[src/rtl/avalon_burst_arbiter.sv]
// Two-requester Avalon-MM burst arbiter: round-robin grant, owner holds the host
// port from command acceptance until its last read/write beat completes.
module avalon_burst_arbiter #(
    parameter int ADDR_W  = 32,
    parameter int DATA_W  = 32,
    parameter int BURST_W = 5
) (
    input  logic                    clk,
    input  logic                    reset,
    input  logic [2*ADDR_W-1:0]     m_address,
    input  logic [1:0]              m_read,
    input  logic [1:0]              m_write,
    input  logic [2*DATA_W-1:0]     m_writedata,
    input  logic [2*DATA_W/8-1:0]   m_byteenable,
    input  logic [2*BURST_W-1:0]    m_burstcount,
    output logic [1:0]              m_waitrequest,
    output logic [DATA_W-1:0]       m_readdata,
    output logic [1:0]              m_readdatavalid,
    output logic [ADDR_W-1:0]       h_address,
    output logic                    h_read,
    output logic                    h_write,
    output logic [DATA_W-1:0]       h_writedata,
    output logic [DATA_W/8-1:0]     h_byteenable,
    output logic [BURST_W-1:0]      h_burstcount,
    input  logic                    h_waitrequest,
    input  logic [DATA_W-1:0]       h_readdata,
    input  logic                    h_readdatavalid
);
    localparam int BE_W = DATA_W / 8;

    localparam logic [1:0] IDLE     = 2'd0;
    localparam logic [1:0] CMD      = 2'd1;
    localparam logic [1:0] RD_BURST = 2'd2;
    localparam logic [1:0] WR_BURST = 2'd3;

    logic [1:0]         state;
    logic               owner;
    logic               last_grant;
    logic [BURST_W-1:0] beat_cnt;
    logic [BURST_W-1:0] burst_len;

    logic [1:0]         req;
    logic               grant_sel;
    logic [ADDR_W-1:0]  own_addr;
    logic               own_read;
    logic               own_write;
    logic [DATA_W-1:0]  own_wdata;
    logic [BE_W-1:0]    own_be;
    logic [BURST_W-1:0] own_bc;
    logic [BURST_W-1:0] eff_bc;
    logic [BURST_W-1:0] beat_inc;

    assign req = m_read | m_write;

    // On a tie the requester that was not granted last wins.
    always_comb begin
        if (req == 2'b11) grant_sel = ~last_grant;
        else              grant_sel = req[1];
    end

    assign own_addr  = owner ? m_address[ADDR_W +: ADDR_W]       : m_address[0 +: ADDR_W];
    assign own_read  = owner ? m_read[1]                          : m_read[0];
    assign own_write = owner ? m_write[1]                         : m_write[0];
    assign own_wdata = owner ? m_writedata[DATA_W +: DATA_W]      : m_writedata[0 +: DATA_W];
    assign own_be    = owner ? m_byteenable[BE_W +: BE_W]         : m_byteenable[0 +: BE_W];
    assign own_bc    = owner ? m_burstcount[BURST_W +: BURST_W]   : m_burstcount[0 +: BURST_W];

    assign eff_bc     = (own_bc == '0) ? BURST_W'(1) : own_bc;
    assign beat_inc   = beat_cnt + BURST_W'(1);
    assign m_readdata = h_readdata;

    always_comb begin
        h_address       = '0;
        h_read          = 1'b0;
        h_write         = 1'b0;
        h_writedata     = '0;
        h_byteenable    = '0;
        h_burstcount    = '0;
        m_waitrequest   = 2'b11;
        m_readdatavalid = 2'b00;
        if (!reset) begin
            case (state)
                CMD: begin
                    h_address            = own_addr;
                    h_read               = own_read;
                    h_write              = own_write & ~own_read;
                    h_writedata          = own_wdata;
                    h_byteenable         = own_be;
                    h_burstcount         = own_bc;
                    m_waitrequest[owner] = h_waitrequest;
                end
                RD_BURST: begin
                    m_readdatavalid[owner] = h_readdatavalid;
                end
                WR_BURST: begin
                    h_address            = own_addr;
                    h_write              = own_write;
                    h_writedata          = own_wdata;
                    h_byteenable         = own_be;
                    h_burstcount         = own_bc;
                    m_waitrequest[owner] = h_waitrequest;
                end
                default: ;
            endcase
        end
    end

    always_ff @(posedge clk) begin
        if (reset) begin
            state      <= IDLE;
            owner      <= 1'b0;
            last_grant <= 1'b1;
            beat_cnt   <= '0;
            burst_len  <= '0;
        end else begin
            case (state)
                IDLE: begin
                    if (|req) begin
                        owner    <= grant_sel;
                        beat_cnt <= '0;
                        state    <= CMD;
                    end
                end
                CMD: begin
                    // Fairness only advances once the owner actually gets a command in.
                    if (!own_read && !own_write) begin
                        state <= IDLE;
                    end else if (h_read && !h_waitrequest) begin
                        burst_len  <= eff_bc;
                        last_grant <= owner;
                        state      <= RD_BURST;
                    end else if (h_write && !h_waitrequest) begin
                        burst_len  <= eff_bc;
                        last_grant <= owner;
                        beat_cnt   <= BURST_W'(1);
                        state      <= (eff_bc == BURST_W'(1)) ? IDLE : WR_BURST;
                    end
                end
                RD_BURST: begin
                    if (h_readdatavalid) begin
                        beat_cnt <= beat_inc;
                        if (beat_inc == burst_len) state <= IDLE;
                    end
                end
                WR_BURST: begin
                    if (h_write && !h_waitrequest) begin
                        beat_cnt <= beat_inc;
                        if (beat_inc == burst_len) state <= IDLE;
                    end
                end
                default: state <= IDLE;
            endcase
        end
    end
endmodule

[config.mk]
export PLATFORM = sky130hd
export DESIGN_NAME = avalon_burst_arbiter
export DESIGN_NICKNAME = d
export VERILOG_FILES = /design/src/rtl/avalon_burst_arbiter.sv
export SDC_FILE = /design/constraint.sdc
export NUM_CORES = 1
export LEC_CHECK = 0
export CAP_MARGIN = 20
export CORE_AREA = 3 3 115 117
export CTS_BUF_LIST = sky130_fd_sc_hd__clkbuf_4 sky130_fd_sc_hd__clkbuf_8 sky130_fd_sc_hd__clkbuf_16
export DETAILED_ROUTE_END_ITERATION = 8
export DIE_AREA = 0 0 118 120
export PLACE_DENSITY = 0.76
export SLEW_MARGIN = 20
export SYNTH_ARGS = -nofsm -noshare
export SYNTH_HDL_FRONTEND = slang
export SYNTH_SLANG_ARGS = --single-unit
[constraint.sdc]
create_clock -name clk -period 1.65 [get_ports clk]
set_clock_uncertainty 0.05 [all_clocks]
set_input_delay 0.2475 -clock clk [delete_from_list [all_inputs] [get_ports clk]]
set_output_delay 0.2475 -clock clk [all_outputs]
set_load 0.05 [all_outputs]
==> results.md <==
- Most frequent cells in the layout: 144 x clkdlybuf4s50_1, 57 x buf_4, 56 x buf_6, 50 x mux2i_1, 47 x nor2_1
- Hold_ws: around 0.45 ns
- RSZ-0062 raised after global routing: yes
- Die X: 118 µm
- Final min period: about 1.8 ns
- Final number of setup-violating endpoints: 79
- GRT Util Overall: 0.169
- Routed vias: approximately 3300
- Hold Vio Cnt, Final: 0
- DRT iter0 DRCs: ~130
- Most common cell after layout, fill and taps aside: clkdlybuf4s50_1
- Average wire per standard cell: between 15 and 20 µm
- Flop pwr share: 0.081
- Synth area leaders: mux2i_1 33%, nor2_1 14%, dfxtp_1 12%
- Setup TNS: -4.05 ns
- Final ANT Viol Nets: 0
- Register Area: about 300 µm²
- Worst Setup EP: h_burstcount[2]
- Die Footprint: 14200 µm²
- H-tree depth: 1
- Post-synth EDFFs: 0
- Num ports: roughly 300
- Post-CTS Hold Fix Bufs: 0
- Die Ht: 120 µm
- Syn_area_per_cell: about 7.4 µm²
- Reg2reg setup slack: -0.08 ns
- P_sw: around 2.7 mW
- Post-layout util: 0.514
- CTS Buf Count: 3
- R2R cell count: 7
- Number of max-cap violations: 0
- Clock tree from TritonCTS: done
- CTS clk-pin slew, worst paths: around 0.050 ns
- Syn Nets: just over 500
- Clk network pwr share: 0.090
- Initial antenna violation count: 1
- Slowest CP cell: dfxtp_4
- Violated checks: setup timing
- Dpl cells: slightly above 700
- DRC viols: 0
- Clk root buf: clkbuf_16
- FF-to-FF Start: owner
- Critical path arrival: 1.46 ns
- Crit. Startpoint: owner
- Post-synth top area share: 0.330
- Max FO, Critical Path: 31
- Max Transition Viols Final: 0
- Starting density of the core: 0.187
- Placeable Area: ~12000 µm²
- Reg-to-Reg End: beat_cnt[4]
- Kind of critical path: flop to output port
- Nets: 757
- Layout cell share with drive strength beyond 1: 0.464
- VDD IR max: 0.000515 V
- Sw frac: 0.467
- Grt total ovfl: 0
- Via density: roughly 4.5
- Status: finished, violations left
- Detailed Route WL: between 10000 and 15000 µm
- Worst Tran Pin Value: about 0.46 ns
- Slew margin rel.: 0.689
- Area delta synth->final: 175%
- Detailed placement HPWL: approximately 9000 µm
- Sink Count: 14
- Multi-input combinational cell area: between 2000 and 2500 µm²
- Int Pwr: between 3 and 4 mW
- Hold Path Class: primary input to output port
- Synth Instances: about 320
- Global-route wire length before repair: roughly 19000 µm
- Yosys warning count: 0
- # fillers: approximately 1100
- Area leader, netlist: mux2i_1
- F_max: between 500 and 600 MHz
- Setup slack after layout: -0.108 ns
- Crit-path cells: buf_16 -> mux2i_2 -> nor2_1 -> buf_4
- Top_reg_cell synth: dfxtp_1
- I/O Buffers: roughly 230
- Leak: approximately 2.4 nW
- Clock Tree Buf Depth: 2
- Row count: 41
- Vias in the first global route: between 3000 and 4000
- Distinct cells, synth: 46
- Final non-filler cell total: 742
- Worst Setup End Kind: output port
- Mapped Area: between 2000 and 2500 µm²
- Largest net degree at the start of global routing: 32
- Pwr dens: 903 nW/µm²
- Placer Congestion: 0.851
- Crit share post-route: 1.07
- Critical Path RT: between 1 and 1.5 ns
- Logic pwr share: 0.830
- CP startpoint kind: flop
- Register area share after synthesis: 0.120
- Seq cells post-synth: 14
- First drt pass iteration count: 4
- Post-synthesis async set-or-reset flop share: 0
- Clk_lat worst skew: 0.25 ns
- Slowest stage delay, CP: about 0.40 ns
==> sequential cells by signal (all words and copies together) (netlist names) <==
signal and count:
burst_len 5, owner 1, beat_cnt 5, state 2
last_grant 1
==> logic make-up after synthesis <==
family | Yosys count | share of synthesized area
DFF | 14 | 0.120
adders and majority gates | 1 | 0.00536
and+or+nand+nor | 131 | 0.258
buffers and inverters | 59 | 0.155
xor gates and xnor gates | 5 | 0.0188
AOI/OAI and AO/OA | 27 | 0.0966
muxes | 79 | 0.347
==> routing by layer <==
layer	GRT usage	wire [µm]	up-vias
li1	-	-	1575
met1	0.194	5070	1541
met2	0.320	7030	179
met3	0.0372	985	28
met4	0.0388	230	0
met5	0	0	-
==> timing repair <==
| item | CTS | global route |
|---|---|---|
| pin swaps | 10 | 17 |
| cloned | 5 | 5 |
| hold endpoints to repair | 0 | 0 |
| setup endpoints to repair | 92 | 91 |
| setup buffers | 9 | 7 |
| gates resized for setup | 113 | 66 |
==> power by group through the flow <==
stage               combinational [mW]  clock [mW]  sequential, mW
floorplan                         2.41           0           0.422
global placement                  3.69           0           0.442
detailed placement                3.74           0           0.446
CTS                               4.41       0.522           0.454
global route                      5.01       0.541           0.472
finish                            4.80       0.518           0.467
==> per-stage QoR <==
stage	area (µm²)	setup WS [ns]	total power, mW
floorplan	2530	-0.374	2.83
global placement	5220	-0.447	4.13
detailed placement	5220	-0.486	4.18
CTS	5950	-0.111	5.39
global route	6410	-0.165	6.02
finish	6410	-0.108	5.79
==> critical path: cells and delay by family, from the launching register on <==
family / cells / cell delay (ns)
and+or+nand+nor: 1 / 0.07
buffers and inverters: 2 / 0.43
muxes: 1 / 0.28
DFF: 1 / 0.40
==> worst min path at each step <==
stage,from,end,slack [ns],cells past startpoint
2_1_floorplan,h_waitrequest,state[0],0.36,2
3_3_place_gp,h_readdata[10],m_readdata[10],0.45,0
3_5_place_dp,h_readdata[10],m_readdata[10],0.45,0
4_1_cts,h_readdata[10],m_readdata[10],0.45,0
5_1_grt,h_readdata[8],m_readdata[8],0.45,0
6_report,h_readdata[12],m_readdata[12],0.45,0
==> Yosys cell counts, types with 2 or more instances <==
| master | instances |
|---|---|
| clkbuf_1 | 5 |
| buf_1 | 6 |
| or3_1 | 2 |
| a211oi_1 | 5 |
| mux2i_1 | 77 |
| dfxtp_1 | 14 |
| xnor2_1 | 3 |
| buf_2 | 12 |
| nor4_1 | 2 |
| o21ai_0 | 3 |
| xor2_1 | 2 |
| nand2b_1 | 6 |
| inv_1 | 2 |
| buf_4 | 33 |
| a21oi_1 | 3 |
| o22ai_1 | 2 |
| o32ai_1 | 2 |
| nor2b_1 | 5 |
| nor2_1 | 88 |
| nand2_1 | 9 |
| o2bb2ai_1 | 2 |
| nand3_1 | 4 |
| nor3_1 | 6 |
==> area by class of cell <==
class / instances / share of cell area
repair buffers: 304 / 0.533
multi-input cells: 244 / 0.371
flip-flops and latches: 14 / 0.0465
well taps: 172 / 0.0336
clock buffers: 4 / 0.0139
inverters: 3 / 0.00215
diodes: 1 / 0.000391
Power figures use the tool's default switching activity.
